**config.mk**
```make
export PLATFORM = sky130hd
export DESIGN_NAME = wren_sweep_decoder
export DESIGN_NICKNAME = d
export VERILOG_FILES = /design/src/rtl/wren_sweep_decoder_pkg.sv /design/src/rtl/wren_sweep_decoder_onehot_dec.sv /design/src/rtl/wren_sweep_decoder.sv
export SDC_FILE = /design/constraint.sdc
export NUM_CORES = 1
export LEC_CHECK = 0
export CAP_MARGIN = 20
export CORE_MARGIN = 4
export CORE_UTILIZATION = 47
export DETAILED_ROUTE_END_ITERATION = 10
export PLACE_DENSITY = 0.81
export SLEW_MARGIN = 20
export SYNTH_ARGS = -nofsm -noshare
export SYNTH_HDL_FRONTEND = slang
export SYNTH_HIERARCHICAL = 1
export SYNTH_SLANG_ARGS = --single-unit
```
**constraint.sdc**
```tcl
create_clock -name clock -period 2.8 [get_ports clock]
set_input_delay 0.56 -clock clock [delete_from_list [all_inputs] [get_ports clock]]
set_output_delay 0.56 -clock clock [all_outputs]
set_load 0.02 [all_outputs]
```
**src/rtl/wren_sweep_decoder_pkg.sv**
```systemverilog
// Shared definitions for the register-file write-enable decoder with clear sweep.
package wren_sweep_decoder_pkg;

  typedef enum logic {
    ST_IDLE  = 1'b0,
    ST_SWEEP = 1'b1
  } state_t;

endpackage

```
**src/rtl/wren_sweep_decoder_onehot_dec.sv**
```systemverilog
// Combinational SEL_W-to-2^SEL_W one-hot decoder with enable; all-zero when disabled.
module wren_sweep_decoder_onehot_dec #(
  parameter int unsigned SEL_W = 5
) (
  input  logic [SEL_W-1:0]      sel,
  input  logic                  en,
  output logic [(2**SEL_W)-1:0] dec
);

  localparam int unsigned NUM_OUT = 2**SEL_W;

  always_comb begin
    dec = '0;
    if (en) begin
      dec = NUM_OUT'(1) << sel;
    end
  end

endmodule

```
**src/rtl/wren_sweep_decoder.sv**
```systemverilog
// Registered write-enable decoder for the register file, with a one-per-cycle clear sweep.
module wren_sweep_decoder
  import wren_sweep_decoder_pkg::*;
#(
  parameter int unsigned SEL_W        = 5,
  parameter bit          ZERO_PROTECT = 1'b1
) (
  input  logic                  clock,
  input  logic                  reset,
  input  logic [SEL_W-1:0]      sel,
  input  logic                  en,
  input  logic                  clear_req,
  output logic [(2**SEL_W)-1:0] out,
  output logic                  busy,
  output logic                  clear_done
);

  localparam int unsigned    NUM_OUT = 2**SEL_W;
  localparam logic [SEL_W-1:0] FIRST = ZERO_PROTECT ? SEL_W'(1) : SEL_W'(0);
  localparam logic [SEL_W-1:0] LAST  = SEL_W'(NUM_OUT - 1);

  state_t             state;
  logic [SEL_W-1:0]   idx;
  logic [SEL_W-1:0]   idx_nxt_c;
  logic [SEL_W-1:0]   dec_sel_c;
  logic               dec_en_c;
  logic [NUM_OUT-1:0] dec_c;

  assign idx_nxt_c = idx + SEL_W'(1);

  // Single decoder shared between normal writes and the sweep walk.
  always_comb begin
    dec_sel_c = sel;
    dec_en_c  = 1'b0;
    case (state)
      ST_IDLE: begin
        if (clear_req) begin
          dec_sel_c = FIRST;
          dec_en_c  = 1'b1;
        end else if (en) begin
          dec_sel_c = sel;
          dec_en_c  = !(ZERO_PROTECT && (sel == SEL_W'(0)));
        end
      end
      ST_SWEEP: begin
        if (idx != LAST) begin
          dec_sel_c = idx_nxt_c;
          dec_en_c  = 1'b1;
        end
      end
      default: begin
        dec_en_c = 1'b0;
      end
    endcase
  end

  wren_sweep_decoder_onehot_dec #(
    .SEL_W (SEL_W)
  ) u_dec (
    .sel (dec_sel_c),
    .en  (dec_en_c),
    .dec (dec_c)
  );

  // FSM, sweep counter and output registers; requests during a sweep are dropped.
  always_ff @(posedge clock) begin
    if (reset) begin
      state      <= ST_IDLE;
      idx        <= '0;
      out        <= '0;
      busy       <= 1'b0;
      clear_done <= 1'b0;
    end else begin
      out <= dec_c;
      case (state)
        ST_IDLE: begin
          clear_done <= 1'b0;
          if (clear_req) begin
            state      <= ST_SWEEP;
            idx        <= FIRST;
            busy       <= 1'b1;
            clear_done <= (FIRST == LAST);
          end
        end
        ST_SWEEP: begin
          if (idx != LAST) begin
            idx        <= idx_nxt_c;
            clear_done <= (idx_nxt_c == LAST);
          end else begin
            state      <= ST_IDLE;
            idx        <= '0;
            busy       <= 1'b0;
            clear_done <= 1'b0;
          end
        end
        default: begin
          state      <= ST_IDLE;
          idx        <= '0;
          busy       <= 1'b0;
          clear_done <= 1'b0;
        end
      endcase
    end
  end

endmodule

```
==> results of run 1 <==
metrics by stage:
stage               hold WS [ns]  worst slack (ns)  total power, mW  instance area, um2
finish                     0.522             0.211             1.10                2140
floorplan                  0.469             0.538            0.671                1580
detailed placement         0.488             0.168            0.716                2040
global placement           0.476             0.265            0.713                2040
CTS                        0.524             0.147             1.11                2130
global route               0.558           0.00225             1.15                2140
kinds of logic after synthesis:
kind of cell	count (synthesis)	synth area share, %
AO/OA/AOI/OAI	16	6.88
XOR/XNOR	2	1.11
adder cells (fa/ha/maj)	3	2.37
buffers and inverters	11	2.85
flip-flops	40	50.6
multiplexers	1	0.632
AND/OR/NAND/NOR	102	35.6
final cells by class:
type,instances,area (um2)
Clock buffer,6,51.3
Clock inverter,2,38.8
Fill cell,257,991
Inverter,1,3.75
Multi-Input combinational cell,124,739
Sequential cell,40,801
Tap cell,44,55.1
Timing Repair Buffer,44,448
per-layer routing:
layer	track usage (%)	up-vias	wire length, um
met1	22.0	596	1630
li1	-	656	-
met3	4.08	8	189
met4	9.14	0	77
met2	27.7	33	1590
met5	0	-	0
cell usage in the layout, fill, tap and decap left out, types with 2 or more instances in the layout:
cell type	Yosys	layout
a21o_1	2	2
clkbuf_4	0	5
nand4b_1	3	3
nand2_1	7	7
nor3b_1	4	4
nor2_1	39	39
nand4bb_1	3	3
a22o_1	2	2
nor3_1	2	2
ha_1	3	2
xor2_1	2	2
a21oi_1	7	7
nand2b_1	2	2
dfxtp_1	40	40
nor2b_1	33	33
clkdlybuf4s50_1	0	42
timing repair:
item                                   CTS  global route
endpoints found under the hold margin    0             0
setup endpoints to repair                0             4
resized for setup                        0             1
worst max-delay path: cells and delay by family, from the launching register on:
family                     cells  cell delay [ns]
and+or+nand+nor                6             1.41
muxes                          1             0.21
adders and majority gates      2             0.50
DFF                            1             0.41
flip-flops by register name, summed over array words and instances (netlist names):
signal,flops
idx,5
clear_done,1
out,32
busy,1
state,1
worst max-delay path by stage:
stage / startpoint / slack (ns) / end
6_report: idx[1] / 0.21 / out[4]
5_1_grt: idx[1] / 0.002 / out[4]
4_1_cts: idx[1] / 0.15 / out[20]
3_5_place_dp: idx[1] / 0.17 / out[4]
3_3_place_gp: clear_req / 0.27 / out[4]
2_1_floorplan: idx[0] / 0.54 / out[4]
where the power goes:
group,internal [mW],total (mW),switching [mW]
registers,0.579,0.588,0.00906
logic,0.0523,0.117,0.0647
clock network,0.214,0.397,0.183
total,0.845,1.10,0.257
==> qor.yml, run 1 <==
cp_cell_sequence: "ha_1, and3_1, ha_2, and3b_1, mux2i_1, nand2_1, or4b_4, nor2_1, nor2b_1"
clockBufferDepth: 2
routabilityCongestion: 0.822
chipWidth_um: 66.0
clock_sinks: 40
regToRegStartpoint: "idx[1]"
yosysMostFrequentCell: "dfxtp_1"
hold_viol_final: 0
min-delay-start: "busy"
fin_nets: 228
dp_cells: 253
synthToLayoutAreaGrowth_pct: 35.0
startpoint_type: "register"
cts_setup_buffers: 0
crit_slowest_cell: "or4b_4"
synthesis.nets: 187
drt-initial-drc-count: 25
finalNonFillerCells: 261
grt_max_degree: 26
min_period_ns: 2.59
worstReg2RegEnd: "out[4]"
ys_top_cells_by_count: "40 x dfxtp_1, 39 x nor2_1, 33 x nor2b_1"
drtPass1Iterations: 5
outcome: "finished, final reports clean"
ir_worst_vdd_mv: 0.289
grt_use_total_pct: 17.5
ys_top_cells_by_area: "dfxtp_1 51%, nor2b_1 13%, nor2_1 9.2%"
dieArea_um2: 4360
antenna_found_initial: 0
synth_edf_count: 0
crit_type: "register to register"
cts_buffers: 5
holdPathStages: 2
synth_seq_cells: 40
fin_setup_tns_ns: 0
drc: 0
wl_um: 3490
ys_seq_area_share_pct: 50.6
htree_levels: 2
via_per_inst: 4.95
power_density_nw_per_um2: 516
worstPathMaxFanout: 10
syn-mean-instance-area_um2: 9.04
tightestPinTransition_ns: 0.659
endpoint_kind: "register"
initial_core_util_pct: 50.6
synth_cell_type_count: 33
netlist_area_um2: 1580
io_pins: 43
core_area_um2: 3130
cts_root_buf: "clkbuf_4"
fmax_ghz: 0.386
yosysWarningCount: 6
p_leak_nw: 0.818
final_layout_size_suffix_gt1_share_pct: 7.37
rows: 20
max_cap_viol_count: 0
portBuffers: 42
slowest_delay_ns: 0.55
reg2reg_depth: 9
dp_hpwl_um: 2600
wl_per_cell_um: 13.4
setup_viol: 0
worstPathRequired_ns: 3.09
rsz0062_at_grt: "false"
clk_pin_slew_ns: 0.12
final_util_pct: 68.3
maxSlewHeadroom_pct: 55.9
num_vias: 1293
ys_dominant_reg_cell: "dfxtp_1"
worst-r2r-setup-slack_ns: 0.21
async_flop_share_pct: 0
crit_arrival_ns: 2.88
finalCritPeriodShare_pct: 92.4
netlist_instances: 175
grt_overflow: 0
grt_pass1_wl_um: 5690
min_to: "busy"
cts_tree: "yes"
cts-hold-fix-buffers: 0
synth_top_cell_by_area: "dfxtp_1"
ant_nets: 0
fin_skew_ns: 0.0174
first_global_vias: 1200
die_h_um: 66.0
worstSkewPairLatency_ns: 0.35
hold_class: "register to register"
synth_top_area_share_pct: 50.6
antennaDiodeCount: 0
slew_viol_final: 0
Power figures use the tool's default switching activity.
==> run 2, diff against run 1 <==
- PLACE_DENSITY: 0.81 -> 0.78
- clock period: 2.8 -> 2.39 ns (I/O delays scaled with it)
==> run 2 against run 1 <==
Combinational power rose by 29%. Final area up 4.2%. Worst setup slack worse by 0.14 ns. Global-route usage up 0.17 points. Critical endpoint is now out[20].
==> qor.yml, run 2 (synthesis gave the netlist of run 1 again) <==
tightestPinTransition_ns: 0.609  # -0.0500 ns
core_area_um2: 3130  # unchanged
cts_buffers: 5  # unchanged
crit_type: "register to register"
regToRegStartpoint: "idx[1]"
cts_tree: "yes"
drt-initial-drc-count: 69  # +180%
htree_levels: 2  # unchanged
antennaDiodeCount: 0  # unchanged
outcome: "finished, final reports clean"
p_leak_nw: 0.839  # +2.7%
worstReg2RegEnd: "out[20]"
rows: 20  # unchanged
hold_class: "register to register"
cts_root_buf: "clkbuf_4"
layout_commonest_cell: "clkdlybuf4s50_1"
die_h_um: 66.0  # unchanged
endpoint_kind: "register"
ant_nets: 0  # unchanged
fill_cells: 253  # -1.6%
maxSlewHeadroom_pct: 59.3  # +3.4 points
largest_register_ffs: 32  # unchanged
hold_slack_ns: 0.518  # -0.00383 ns
placed_cell_area_um2: 2070  # +1.5%
power_mw: 1.26  # +15%
top_register: "out"
worst-r2r-setup-slack_ns: 0.07  # -0.14 ns
crit_arrival_ns: 2.59  # -0.29 ns
worstSkewPairLatency_ns: 0.34  # about the same
fin_nets: 234  # +2.6%
finalCritPeriodShare_pct: 97.2  # +4.7 points
antenna_found_initial: 0  # unchanged
portBuffers: 42  # unchanged
grt_pass1_wl_um: 5800  # +1.8%
first_global_vias: 1263  # +5.3%
grt_use_total_pct: 17.6  # +0.17 points
final_cell_mix: "42 x clkdlybuf4s50_1, 38 x dfxtp_1, 37 x nor2_1, 29 x nor2b_1, 7 x buf_4"
routabilityCongestion: 0.797  # -3.1%
finalInstanceArea_um2: 2230  # +4.2%
drc: 0  # unchanged
power_density_nw_per_um2: 568  # +10%
chipWidth_um: 66.0  # unchanged
endpoint: "out[20]"
grt_max_degree: 26  # unchanged
grt_overflow: 0  # unchanged
clk_pin_slew_ns: 0.12  # about the same
max_cap_viol_count: 0  # unchanged
dp_hpwl_um: 2570  # -1.3%
ir_worst_vdd_mv: 0.333  # +15%
largestRegisters: "out x32, idx x5"
initial_core_util_pct: 50.6  # unchanged
slew_viol_final: 0  # unchanged
final_layout_size_suffix_gt1_share_pct: 15.2  # +7.9 points
drtPass1Iterations: 4  # -1
synthToLayoutAreaGrowth_pct: 40.7
clock_sinks: 40  # unchanged
dieArea_um2: 4360  # unchanged
reg2reg_depth: 9  # unchanged
wl_per_cell_um: 13.6  # +1.6%
worstPathMaxFanout: 6  # -4
fin_skew_ns: 0.0169  # -0.000564 ns
worstPathRequired_ns: 2.66  # -0.43 ns
via_per_inst: 5.08  # +2.5%
wl_um: 3620  # +3.9%
hold_viol_final: 0  # unchanged
fmax_ghz: 0.431  # +11%
cp-startpoint: "idx[1]"
setup_viol: 0  # unchanged
min_period_ns: 2.32  # -0.266 ns
startpoint_type: "register"
clockBufferDepth: 2  # unchanged
num_vias: 1356  # +4.9%
io_pins: 43  # unchanged
==> run 2: cell types whose count changed in the layout (fill, tap and decap cells not counted), sizes merged <==
| cell | previous run | this run |
|---|---|---|
| buf | 2 | 8 |
==> run 2: routing by layer <==
metal / vias up / share of wire [%] / track usage (%)
met1: 635 / 42 / 20.3
met5: - / 0 / 0
met3: 6 / 5.8 / 5.27
met4: 0 / 1.2 / 6.09
li1: 667 / - / -
met2: 48 / 51 / 30.8
==> run 2: worst min-delay path by stage <==
stage / startpoint / end / slack (ns) / cells past startpoint
after detailed placement: busy / busy / 0.48 / 2
final: busy / busy / 0.52 / 2
after global placement: busy / busy / 0.48 / 2
after global routing: busy / busy / 0.56 / 2
after floorplan: idx[2] / idx[2] / 0.47 / 2
after CTS: idx[2] / idx[2] / 0.51 / 2
==> run 2: timing repair <==
item | CTS | global route
hold buffers | 0 | 0
gates cloned | 0 | 0
setup buffers | 0 | 2
pin swaps | 0 | 5
resized for setup | 1 | 18
setup endpoints to repair | 6 | 29
==> run 2: critical path, cell delays in order (launching register included) <==
cell     delay, ns
dfxtp_4       0.38
ha_4          0.16
and3_4        0.19
ha_4          0.18
buf_4         0.15
a21o_1        0.15
a22o_1        0.20
or4b_4        0.57
nor2_1        0.12
nor2b_2       0.14
==> run 2: stage by stage <==
stage | setup slack (ns) | std cells | utilization, % | TNS (ns)
floorplan | 0.128 | 175 | - | 0
CTS | 0.00549 | 265 | 68.8 | 0
global placement | -0.00755 | 257 | 66.3 | -0.00841
finish | 0.0677 | 267 | 71.2 | 0
detailed placement | -0.0465 | 257 | 66.3 | -0.132
global route | -0.0240 | 267 | 71.2 | -0.0396
==> run 2: final cells by class <==
| cell class | instances | area (um2) | share of cell area, % |
|---|---|---|---|
| inverters | 1 | 3.75 | 0.169 |
| well taps | 44 | 55.1 | 2.47 |
| flip-flops and latches | 40 | 806 | 36.2 |
| clock inverters | 2 | 35.0 | 1.57 |
| repair buffers | 50 | 493 | 22.1 |
| multi-input cells | 124 | 793 | 35.6 |
| clock buffers | 6 | 41.3 | 1.85 |
==> run 2: power by group <==
part           switching (mW)  total (mW)  leakage [nW]  internal (mW)
logic                  0.0809       0.151         0.473         0.0701
clock network           0.205       0.425        0.0422          0.219
registers              0.0114       0.689         0.325          0.678
total                   0.298        1.26         0.839          0.967
==> patch, RTL diff (config.mk and constraints of run 2) <==
Add an input register stage for `sel`, `en` and `clear_req`, without a reset; this delays them by one clock.
--- a/src/rtl/wren_sweep_decoder.sv
+++ b/src/rtl/wren_sweep_decoder.sv
@@ -19,6 +19,16 @@
   localparam logic [SEL_W-1:0] FIRST = ZERO_PROTECT ? SEL_W'(1) : SEL_W'(0);
   localparam logic [SEL_W-1:0] LAST  = SEL_W'(NUM_OUT - 1);
 
+  logic [SEL_W-1:0] sel_q;
+  logic en_q;
+  logic clear_req_q;
+
+  always_ff @(posedge clock) begin
+    sel_q       <= sel;
+    en_q        <= en;
+    clear_req_q <= clear_req;
+  end
+
   state_t             state;
   logic [SEL_W-1:0]   idx;
   logic [SEL_W-1:0]   idx_nxt_c;
@@ -30,16 +40,16 @@
 
   // Single decoder shared between normal writes and the sweep walk.
   always_comb begin
-    dec_sel_c = sel;
+    dec_sel_c = sel_q;
     dec_en_c  = 1'b0;
     case (state)
       ST_IDLE: begin
-        if (clear_req) begin
+        if (clear_req_q) begin
           dec_sel_c = FIRST;
           dec_en_c  = 1'b1;
-        end else if (en) begin
-          dec_sel_c = sel;
-          dec_en_c  = !(ZERO_PROTECT && (sel == SEL_W'(0)));
+        end else if (en_q) begin
+          dec_sel_c = sel_q;
+          dec_en_c  = !(ZERO_PROTECT && (sel_q == SEL_W'(0)));
         end
       end
       ST_SWEEP: begin
@@ -75,7 +85,7 @@
       case (state)
         ST_IDLE: begin
           clear_done <= 1'b0;
-          if (clear_req) begin
+          if (clear_req_q) begin
             state      <= ST_SWEEP;
             idx        <= FIRST;
             busy       <= 1'b1;
Formal check against the unedited RTL: not equivalent (a bounded check fails within 4 cycles, from zero or initial values and one cycle with reset high).
==> patch against run 2 <==
Synthesized cell count up 1.7%. Design area up 2.1%. Synthesized area grew 7.6%. Combinational power decreased by 14%. Worst setup slack gained 0.083 ns. Sequential cell count up 7. Via count shrank 3.2%. Wire length decreased by 10%. Total power grew 11%. Clock skew fell by 0.0038 ns. Critical endpoint is now out[4]$_SDFF_PP0_.
==> patch: results <==
metrics = {
    "layout": {
        "layout.nets": 235,
        "drive_above_1_share": 0.0938,
        "fillers": 285,
        "reg_top3": "out (32), idx (5), sel_q (5)",
    },
    "synthesis": {
        "syn_nets": 190,
        "synthMuxAreaShare": 0,
        "synth-adder-area-share": 0.0220,
        "synth_compound_area_frac": 0.0632,
        "yosys-top-cells-area": "dfxtp_1, nor2b_1, nor2_1",
        "synth.yosys.seq_area_share": 0.553,
    },
    "power_and_ir_drop": {
        "max-vdd-ir-drop_uv": 385,
        "total_leakage_power_uw": 0.000855,
    },
    "run_status": {
        "outcome": "complete, no violations",
    },
    "route": {
        "drtIter0Drc": 47,
        "vias": 1312,
        "finalWirelength_um": 3260,
    },
    "global_route": {
        "grt_pass1_wl_um": 5310,
        "track_usage": 0.155,
        "grt_pass1_vias": 1195,
    },
    "sta": {
        "finalClockSkew_ns": 0.0130,
        "timing.final.ws_setup_ns": 0.151,
        "worst_pin_slew_ns": 0.539,
    },
    "critical_path": {
        "critPathMaxFanout": 8,
        "worst_ep_arrival_time_ns": 2.54,
        "r2r_slack_ns": 0.15,
        "crit_start": "idx[0]$_SDFFE_PP0P_",
        "cp-endpoint": "out[4]$_SDFF_PP0_",
    },
    "placed_design": {
        "hpwl_um": 2400,
        "pre_cts_ws_ns": 0.0122,
    },
}
[patch: cell type report]
type	count	share of cell area
flip-flops and latches	47	0.415
multi-input cells	122	0.324
repair buffers	46	0.198
well taps	46	0.0253
clock inverters	3	0.0193
clock buffers	5	0.0165
inverters	1	0.00165
[patch: kinds of logic (layout without fill, tap and decap cells)]
logic type,Yosys count,in the layout
AO/OA/AOI/OAI,16,16
XOR/XNOR,2,2
adder cells (fa/ha/maj),3,3
buffers and inverters,9,55
flip-flops,47,47
AND/OR/NAND/NOR,101,101
[patch: timing repair]
action / in CTS / in global routing
setup endpoints to repair: 1 / 32
gates resized for setup: 1 / 6
hold buffers: 0 / 0
[patch: how the worst min path moves through the flow]
stage	to	cells after the start	slack, ns
after global routing	en_q$_DFF_P_	1	0.52
after global placement	busy$_SDFFE_PP0P_	2	0.49
final	idx[0]$_SDFFE_PP0P_	1	0.51
after detailed placement	busy$_SDFFE_PP0P_	2	0.49
after CTS	idx[2]$_SDFFE_PP0P_	2	0.52
after floorplan	idx[2]$_SDFFE_PP0P_	2	0.47
[patch: through the flow]
step,std cells,hold slack (ns),area (um2)
after floorplan,178,0.467,1700
after global placement,262,0.493,2170
after detailed placement,262,0.493,2170
after CTS,270,0.517,2250
after global routing,270,0.518,2270
final,270,0.510,2270
[patch: worst max-delay path: stages (launching register included)]
cell and delay, ns:
dfxtp_2 0.40, ha_1 0.18, and3_1 0.21, ha_4 0.18, nor2_1 0.05, a21oi_1 0.17
a21oi_2 0.14, or4b_4 0.60, nor2_1 0.12, nor2b_1 0.13
[patch: where the power goes]
group          total [uW]  internal (uW)  switching (uW)  leakage (uW)
Clock                 461            220             240     0.0000452
Combinational         130           61.8            68.1      0.000427
Sequential            818            802            16.4      0.000383
[patch: metal layers]
metal	vias to the layer above	track usage	part of all wire
li1	669	-	-
met1	591	0.191	0.46
met2	48	0.248	0.46
met3	4	0.0542	0.067
met4	0	0.0571	0.011
met5	-	0	0
